**src/rtl/baud_pkg.sv**
```systemverilog
// Shared constants and helpers for the UART baud timing generator.
// Divisor pairs are 12 MHz / baud / 16, split into integer and 1/16ths.
package baud_pkg;

    localparam int unsigned CLK_HZ      = 12_000_000;
    localparam int unsigned CLAMP_MIN   = 2;

    localparam int unsigned DIV_115200  = 6;
    localparam int unsigned FRAC_115200 = 8;
    localparam int unsigned DIV_9600    = 78;
    localparam int unsigned FRAC_9600   = 2;

    // Ceiling log2, usable in constant expressions.
    function automatic int unsigned clog2(input int unsigned value);
        int unsigned v;
        int unsigned r;
        v = (value > 0) ? value - 1 : 0;
        r = 0;
        while (v > 0) begin
            v = v >> 1;
            r = r + 1;
        end
        return r;
    endfunction

endpackage

```
**src/rtl/baud_prescaler.sv**
```systemverilog
// Fractional-N prescaler: counts out the current period P and flags its last cycle.
// The period length is reloaded at every boundary from div plus the accumulator carry.
module baud_prescaler
    import baud_pkg::*;
#(
    parameter int unsigned DIV_W       = 16,
    parameter int unsigned FRAC_W      = 4,
    parameter int unsigned DEFAULT_DIV = 6
) (
    input  logic              clk,
    input  logic              rst_n,
    input  logic              en_i,
    input  logic              sync_i,
    input  logic [DIV_W-1:0]  div_i,
    input  logic [FRAC_W-1:0] frac_i,
    output logic              boundary_c_o
);

    // One extra bit so div + carry never wraps.
    localparam int unsigned PER_W   = DIV_W + 1;
    localparam int unsigned RST_PER = (DEFAULT_DIV < CLAMP_MIN) ? CLAMP_MIN : DEFAULT_DIV;

    logic [PER_W-1:0]  cnt_q;
    logic [PER_W-1:0]  cnt_d;
    logic [PER_W-1:0]  per_q;
    logic [PER_W-1:0]  per_d;
    logic [FRAC_W-1:0] acc_q;
    logic [FRAC_W-1:0] acc_d;
    logic [FRAC_W:0]   acc_sum;
    logic [PER_W-1:0]  div_clamped;
    logic              at_end;

    always_comb begin
        div_clamped  = (div_i < DIV_W'(CLAMP_MIN)) ? PER_W'(CLAMP_MIN) : PER_W'(div_i);
        acc_sum      = {1'b0, acc_q} + {1'b0, frac_i};
        at_end       = (cnt_q == per_q - PER_W'(1));
        boundary_c_o = en_i && !sync_i && at_end;
    end

    // Resync restarts a fresh period with no fractional history.
    always_comb begin
        cnt_d = cnt_q;
        per_d = per_q;
        acc_d = acc_q;
        if (sync_i) begin
            cnt_d = '0;
            acc_d = '0;
            per_d = div_clamped;
        end else if (boundary_c_o) begin
            cnt_d = '0;
            acc_d = acc_sum[FRAC_W-1:0];
            per_d = div_clamped + PER_W'(acc_sum[FRAC_W]);
        end else if (en_i) begin
            cnt_d = cnt_q + PER_W'(1);
        end
    end

    always_ff @(posedge clk or negedge rst_n) begin
        if (!rst_n) begin
            cnt_q <= '0;
            per_q <= PER_W'(RST_PER);
            acc_q <= '0;
        end else begin
            cnt_q <= cnt_d;
            per_q <= per_d;
            acc_q <= acc_d;
        end
    end

endmodule

```
**src/rtl/baud_tick_gen.sv**
```systemverilog
// Fractional-N baud timing generator: oversample strobe, bit strobe and phase index.
// Runtime divisor loads are staged in a shadow register and applied at a period boundary.
module baud_tick_gen
    import baud_pkg::*;
#(
    parameter int unsigned DIV_W        = 16,
    parameter int unsigned FRAC_W       = 4,
    parameter int unsigned OVS          = 16,
    parameter int unsigned DEFAULT_DIV  = DIV_115200,
    parameter int unsigned DEFAULT_FRAC = FRAC_115200
) (
    input  logic                  CLK,
    input  logic                  RESETN,
    input  logic                  ENABLE,
    input  logic                  LOAD,
    input  logic [DIV_W-1:0]      DIV,
    input  logic [FRAC_W-1:0]     FRAC,
    input  logic                  SYNC,
    output logic                  TICK_OS,
    output logic                  TICK_BIT,
    output logic [clog2(OVS)-1:0] PHASE
);

    localparam int unsigned     PH_W    = clog2(OVS);
    localparam logic [PH_W-1:0] PH_LAST = PH_W'(OVS - 1);
    localparam logic [PH_W-1:0] PH_MID  = PH_W'(OVS / 2);

    logic [DIV_W-1:0]  div_act_q;
    logic [DIV_W-1:0]  div_act_d;
    logic [DIV_W-1:0]  div_shd_q;
    logic [DIV_W-1:0]  div_shd_d;
    logic [DIV_W-1:0]  div_eff;
    logic [FRAC_W-1:0] frac_act_q;
    logic [FRAC_W-1:0] frac_act_d;
    logic [FRAC_W-1:0] frac_shd_q;
    logic [FRAC_W-1:0] frac_shd_d;
    logic [FRAC_W-1:0] frac_eff;
    logic              pend_q;
    logic              pend_d;
    logic [PH_W-1:0]   osc_q;
    logic [PH_W-1:0]   osc_d;
    logic              tick_os_q;
    logic              tick_os_d;
    logic              tick_bit_q;
    logic              tick_bit_d;
    logic              boundary_c;

    // Divisor the prescaler reloads from if this edge restarts a period.
    always_comb begin
        if (SYNC && LOAD) begin
            div_eff  = DIV;
            frac_eff = FRAC;
        end else if (pend_q) begin
            div_eff  = div_shd_q;
            frac_eff = frac_shd_q;
        end else begin
            div_eff  = div_act_q;
            frac_eff = frac_act_q;
        end
    end

    baud_prescaler #(
        .DIV_W       (DIV_W),
        .FRAC_W      (FRAC_W),
        .DEFAULT_DIV (DEFAULT_DIV)
    ) u_prescaler (
        .clk          (CLK),
        .rst_n        (RESETN),
        .en_i         (ENABLE),
        .sync_i       (SYNC),
        .div_i        (div_eff),
        .frac_i       (frac_eff),
        .boundary_c_o (boundary_c)
    );

    always_comb begin
        div_act_d  = div_act_q;
        frac_act_d = frac_act_q;
        div_shd_d  = div_shd_q;
        frac_shd_d = frac_shd_q;
        pend_d     = pend_q;
        osc_d      = osc_q;
        tick_os_d  = 1'b0;
        tick_bit_d = 1'b0;
        if (SYNC) begin
            osc_d      = PH_MID;
            div_act_d  = div_eff;
            frac_act_d = frac_eff;
            pend_d     = 1'b0;
            if (LOAD) begin
                div_shd_d  = DIV;
                frac_shd_d = FRAC;
            end
        end else begin
            if (boundary_c) begin
                div_act_d  = div_eff;
                frac_act_d = frac_eff;
                pend_d     = 1'b0;
                osc_d      = osc_q + PH_W'(1);
                tick_os_d  = 1'b1;
                tick_bit_d = (osc_q == PH_LAST);
            end
            // A load on a boundary edge waits for the following boundary.
            if (LOAD) begin
                div_shd_d  = DIV;
                frac_shd_d = FRAC;
                pend_d     = 1'b1;
            end
        end
    end

    always_ff @(posedge CLK or negedge RESETN) begin
        if (!RESETN) begin
            div_act_q  <= DIV_W'(DEFAULT_DIV);
            frac_act_q <= FRAC_W'(DEFAULT_FRAC);
            div_shd_q  <= DIV_W'(DEFAULT_DIV);
            frac_shd_q <= FRAC_W'(DEFAULT_FRAC);
            pend_q     <= 1'b0;
            osc_q      <= '0;
            tick_os_q  <= 1'b0;
            tick_bit_q <= 1'b0;
        end else begin
            div_act_q  <= div_act_d;
            frac_act_q <= frac_act_d;
            div_shd_q  <= div_shd_d;
            frac_shd_q <= frac_shd_d;
            pend_q     <= pend_d;
            osc_q      <= osc_d;
            tick_os_q  <= tick_os_d;
            tick_bit_q <= tick_bit_d;
        end
    end

    assign TICK_OS  = tick_os_q;
    assign TICK_BIT = tick_bit_q;
    assign PHASE    = osc_q;

endmodule
```
**config.mk**
```make
export PLATFORM = sky130hd
export DESIGN_NAME = baud_tick_gen
export DESIGN_NICKNAME = d
export VERILOG_FILES = /design/src/rtl/baud_pkg.sv /design/src/rtl/baud_prescaler.sv /design/src/rtl/baud_tick_gen.sv
export SDC_FILE = /design/constraint.sdc
export NUM_CORES = 1
export LEC_CHECK = 0
export ABC_AREA = 0
export BUFFER_PORTS_ARGS = -buffer_cell sky130_fd_sc_hd__buf_4
export CAP_MARGIN = 20
export CORE_UTILIZATION = 61
export CTS_CLUSTER_DIAMETER = 100
export DETAILED_ROUTE_END_ITERATION = 10
export GPL_TIMING_DRIVEN = 0
export PLACE_DENSITY_LB_ADDON = 0.1
export SYNTH_ARGS = -nofsm -noshare
export SYNTH_HDL_FRONTEND = slang
export SYNTH_SLANG_ARGS = --single-unit
```
**constraint.sdc**
```tcl
create_clock -name CLK -period 4.2 [get_ports CLK]
set_clock_uncertainty 0.05 [all_clocks]
set_input_delay 0.42 -clock CLK [delete_from_list [all_inputs] [get_ports CLK]]
set_output_delay 0.42 -clock CLK [all_outputs]
set_load 0.005 [all_outputs]
```
==> impl_metrics.yaml <==
clock_tree:
  clock_path_buffers: 2
  cts_num_sinks: 85
  post_cts_buffers: 0
  clockRootBuffer: "clkbuf_8"
  htree_levels: 3
  clock_latency_ns: 0.38
  cts_tree: "built"
  numCtsBuffers: 9
  path_clk_slew_ns: 0.11
setup_path:
  path_max_fanout: 10
  rr_worst_depth: 16
  crit_arrival_ns: 4.22
  end_kind: "flip-flop"
  worst_ep_required_time_ns: 4.42
  path_class: "reg2reg"
  start_kind: "flip-flop"
min_path:
  hold_class: "in2reg"
  hold_path_depth: 2
synthesis:
  ys_ff_latch: 85
  yosys.area_share.simple: 0.197
  synth.area.mux_share: 0.127
  syn-cell-area_um2: 5030
  avgSynthCellArea_um2: 9.50
  synthFlopType: "dfrtp_1"
  synthAdderAreaFrac: 0.0263
  synth_edf_count: 0
  seq_area_frac_synth: 0.424
  synth_top_family_by_area: "simple AND/OR/NAND/NOR gates"
  synthXorXnorAreaFrac: 0.0850
  synth_cell_type_count: 55
  synth-compound-area-share: 0.104
  yosysWarnings: 0
  synthArstFlopShare: 1.00
  synth_cells: 530
  synth_nets: 565
route:
  first_iter_violations: 207
  drc: 0
  wire_per_inst_um: 16.9
  viasPerCell: 5.90
  maxUsedRoutingLayer: "met4"
  routed-wl-met3_um: 482
  m1WireLength_mm: 5.16
  vias: 3999
  drt-pass1-iter-count: 4
  routed_wl_mm: 11.4
  drtAntennaViolNets: 0
  wl_met2_mm: 5.47
floorplanning:
  placementRows: 32
  dieArea_um2: 8620
  ioPinCount: 31
  coreArea_um2: 7850
  die_h_um: 92.9
  die_w_um: 92.9
  initial_core_util: 0.642
placement:
  dp_hpwl_mm: 8.34
  numPortBuffers: 30
  place_area_um2: 5390
  gp_congestion: 0.937
  dp_cells: 662
final_layout:
  syn2layout_area_growth_pct: 12.3
  mostFrequentLayoutCell: "dfrtp_1"
  num-nets-final: 606
  finalInstanceArea_um2: 5650
  antenna_cells: 0
  final_layout_size_suffix_gt1_frac: 0.188
  final_cells: 678
  layout_common_cells: "dfrtp_1 (76), nand2_1 (59), o21ai_0 (41)"
sta:
  worst_slew_pin_slew_ns: 0.756
  setup_violations: 0
  hold_ws_ns: 0.221
  hold_violations: 0
  fin_crit_sh: 0.953
  slew_viol_final: 0
  fmax_mhz: 250
  slew_headroom: 0.490
  fin_crit_ns: 4.00
status:
  run_status: "complete, no violations"
flow_run:
  maxCapViolCount: 0
global_routing:
  grt_pass1_wl_mm: 19.3
  gr-total-overflow: 0
  grt_max_degree: 86
  grt_usage: 0.288
  antenna_found_initial: 0
  grt_pass1_vias: 3912
power_and_ir_drop:
  power.leakage_uw: 0.00236
  irDropWorstVdd_mv: 0.326
  powerDensity_nw_per_um2: 355
==> layout make-up <==
cell class / instances / area, um2
multi-input combinational: 400 / 2740
fill: 610 / 2190
sequential: 85 / 2140
timing repair buffer: 32 / 263
buffer: 30 / 133
tap: 102 / 128
clock buffer: 9 / 124
clock inverter: 7 / 77.6
inverter: 13 / 48.8
==> sequential cells by signal, indices dropped and copies added (netlist names) <==
signal,cells
pend_q,1
div_act_q,16
u_prescaler.per_q,17
u_prescaler.acc_q,4
frac_shd_q,4
TICK_OS,1
TICK_BIT,1
PHASE,4
div_shd_q,16
frac_act_q,4
u_prescaler.cnt_q,17
==> power by group <==
| part | internal (uW) | switching (uW) | leakage, uW | total [uW] |
|---|---|---|---|---|
| clock | 235 | 346 | 0.0000983 | 581 |
| combinational | 190 | 253 | 0.00121 | 443 |
| sequential | 911 | 69.5 | 0.00106 | 981 |
==> critical path, cell delays in order (launching register included) <==
cell and delay (ns):
dfrtp_2 0.49, clkbuf_4 0.30, clkbuf_4 0.28, mux2i_1 0.09, o21ai_0 0.30, inv_1 0.15
fa_1 0.47, nor2b_1 0.12, o21ai_0 0.08, nand2b_1 0.08, ha_1 0.18, nand3_1 0.10
or2_2 0.34, nor2b_1 0.30, nand3_1 0.15, xnor2_1 0.15, mux2_2 0.27
==> per-stage QoR <==
step | power, uW | utilization | TNS, ns | setup slack [ns]
6_report | 2000 | 0.720 | 0 | 0.199
5_1_grt | 2100 | 0.720 | -0.00493 | -0.00493
4_1_cts | 2010 | 0.713 | 0 | 0.0222
3_5_place_dp | 1430 | 0.687 | -4.37 | -0.471
3_3_place_gp | 1410 | 0.687 | -3.24 | -0.421
2_1_floorplan | 1290 | - | 0 | 0.355
==> final timing paths <==
path / endpoint / slack [ns] / start
max: u_prescaler.per_q[13] / 0.20 / pend_q
min: frac_shd_q[0] / 0.22 / FRAC[0]
max reg2reg: u_prescaler.per_q[13] / 0.20 / pend_q
min reg2reg: div_act_q[14] / 0.45 / div_act_q[14]
max in group asynchronous: div_shd_q[2] / 3.03 / RESETN
min in group asynchronous: u_prescaler.cnt_q[1] / 0.41 / RESETN
==> kinds of logic (layout without fill, tap and decap cells) <==
kind of cell / Yosys count / after routing
xor+xnor: 48 / 48
buf+inv: 45 / 91
flops: 85 / 85
simple gates: 194 / 194
compound gates: 88 / 88
mux: 60 / 60
fa+ha+maj: 10 / 10
==> cell usage after synthesis (all sizes together), types with 2 or more instances <==
| cell type | number | share of area |
|---|---|---|
| dfrtp | 77 | 0.38 |
| nand2 | 59 | 0.044 |
| o21ai | 48 | 0.048 |
| mux2 | 33 | 0.074 |
| nor2 | 33 | 0.025 |
| mux2i | 27 | 0.054 |
| xnor2 | 24 | 0.043 |
| xor2 | 24 | 0.042 |
| nor3 | 22 | 0.022 |
| clkbuf | 21 | 0.016 |
| nand3 | 17 | 0.017 |
| inv | 13 | 0.0097 |
| a21oi | 11 | 0.011 |
| buf | 11 | 0.010 |
| ha | 9 | 0.022 |
| nor4 | 9 | 0.011 |
| dfstp | 8 | 0.042 |
| or3 | 7 | 0.0097 |
| nand4 | 6 | 0.0075 |
| nor2b | 6 | 0.0075 |
| nand2b | 5 | 0.0062 |
| a211oi | 4 | 0.0060 |
| a22oi | 4 | 0.0060 |
| a31oi | 4 | 0.0050 |
| and2 | 4 | 0.0050 |
| and3 | 4 | 0.0050 |
| nand4b | 4 | 0.0070 |
| or2 | 4 | 0.0055 |
| a21o | 3 | 0.0045 |
| and4 | 3 | 0.0052 |
| o21a | 3 | 0.0045 |
| o31a | 3 | 0.0052 |
| nand3b | 2 | 0.0030 |
| nor4b | 2 | 0.0047 |
| o2111ai | 2 | 0.0035 |
| or4 | 2 | 0.0030 |
| or4b | 2 | 0.0040 |
==> routing by layer <==
| layer | up-vias | track usage |
|---|---|---|
| met5 | - | 0 |
| met4 | 0 | 0.0885 |
| met3 | 21 | 0.0558 |
| met2 | 91 | 0.473 |
| met1 | 1936 | 0.385 |
| li1 | 1951 | - |
==> repair_timing <==
action	CTS	global route
resized for setup	3	10
hold endpoints to repair	0	17
hold buffers	0	1
setup endpoints to repair	14	10
No activity file was read; power rests on OpenSTA's default activity.
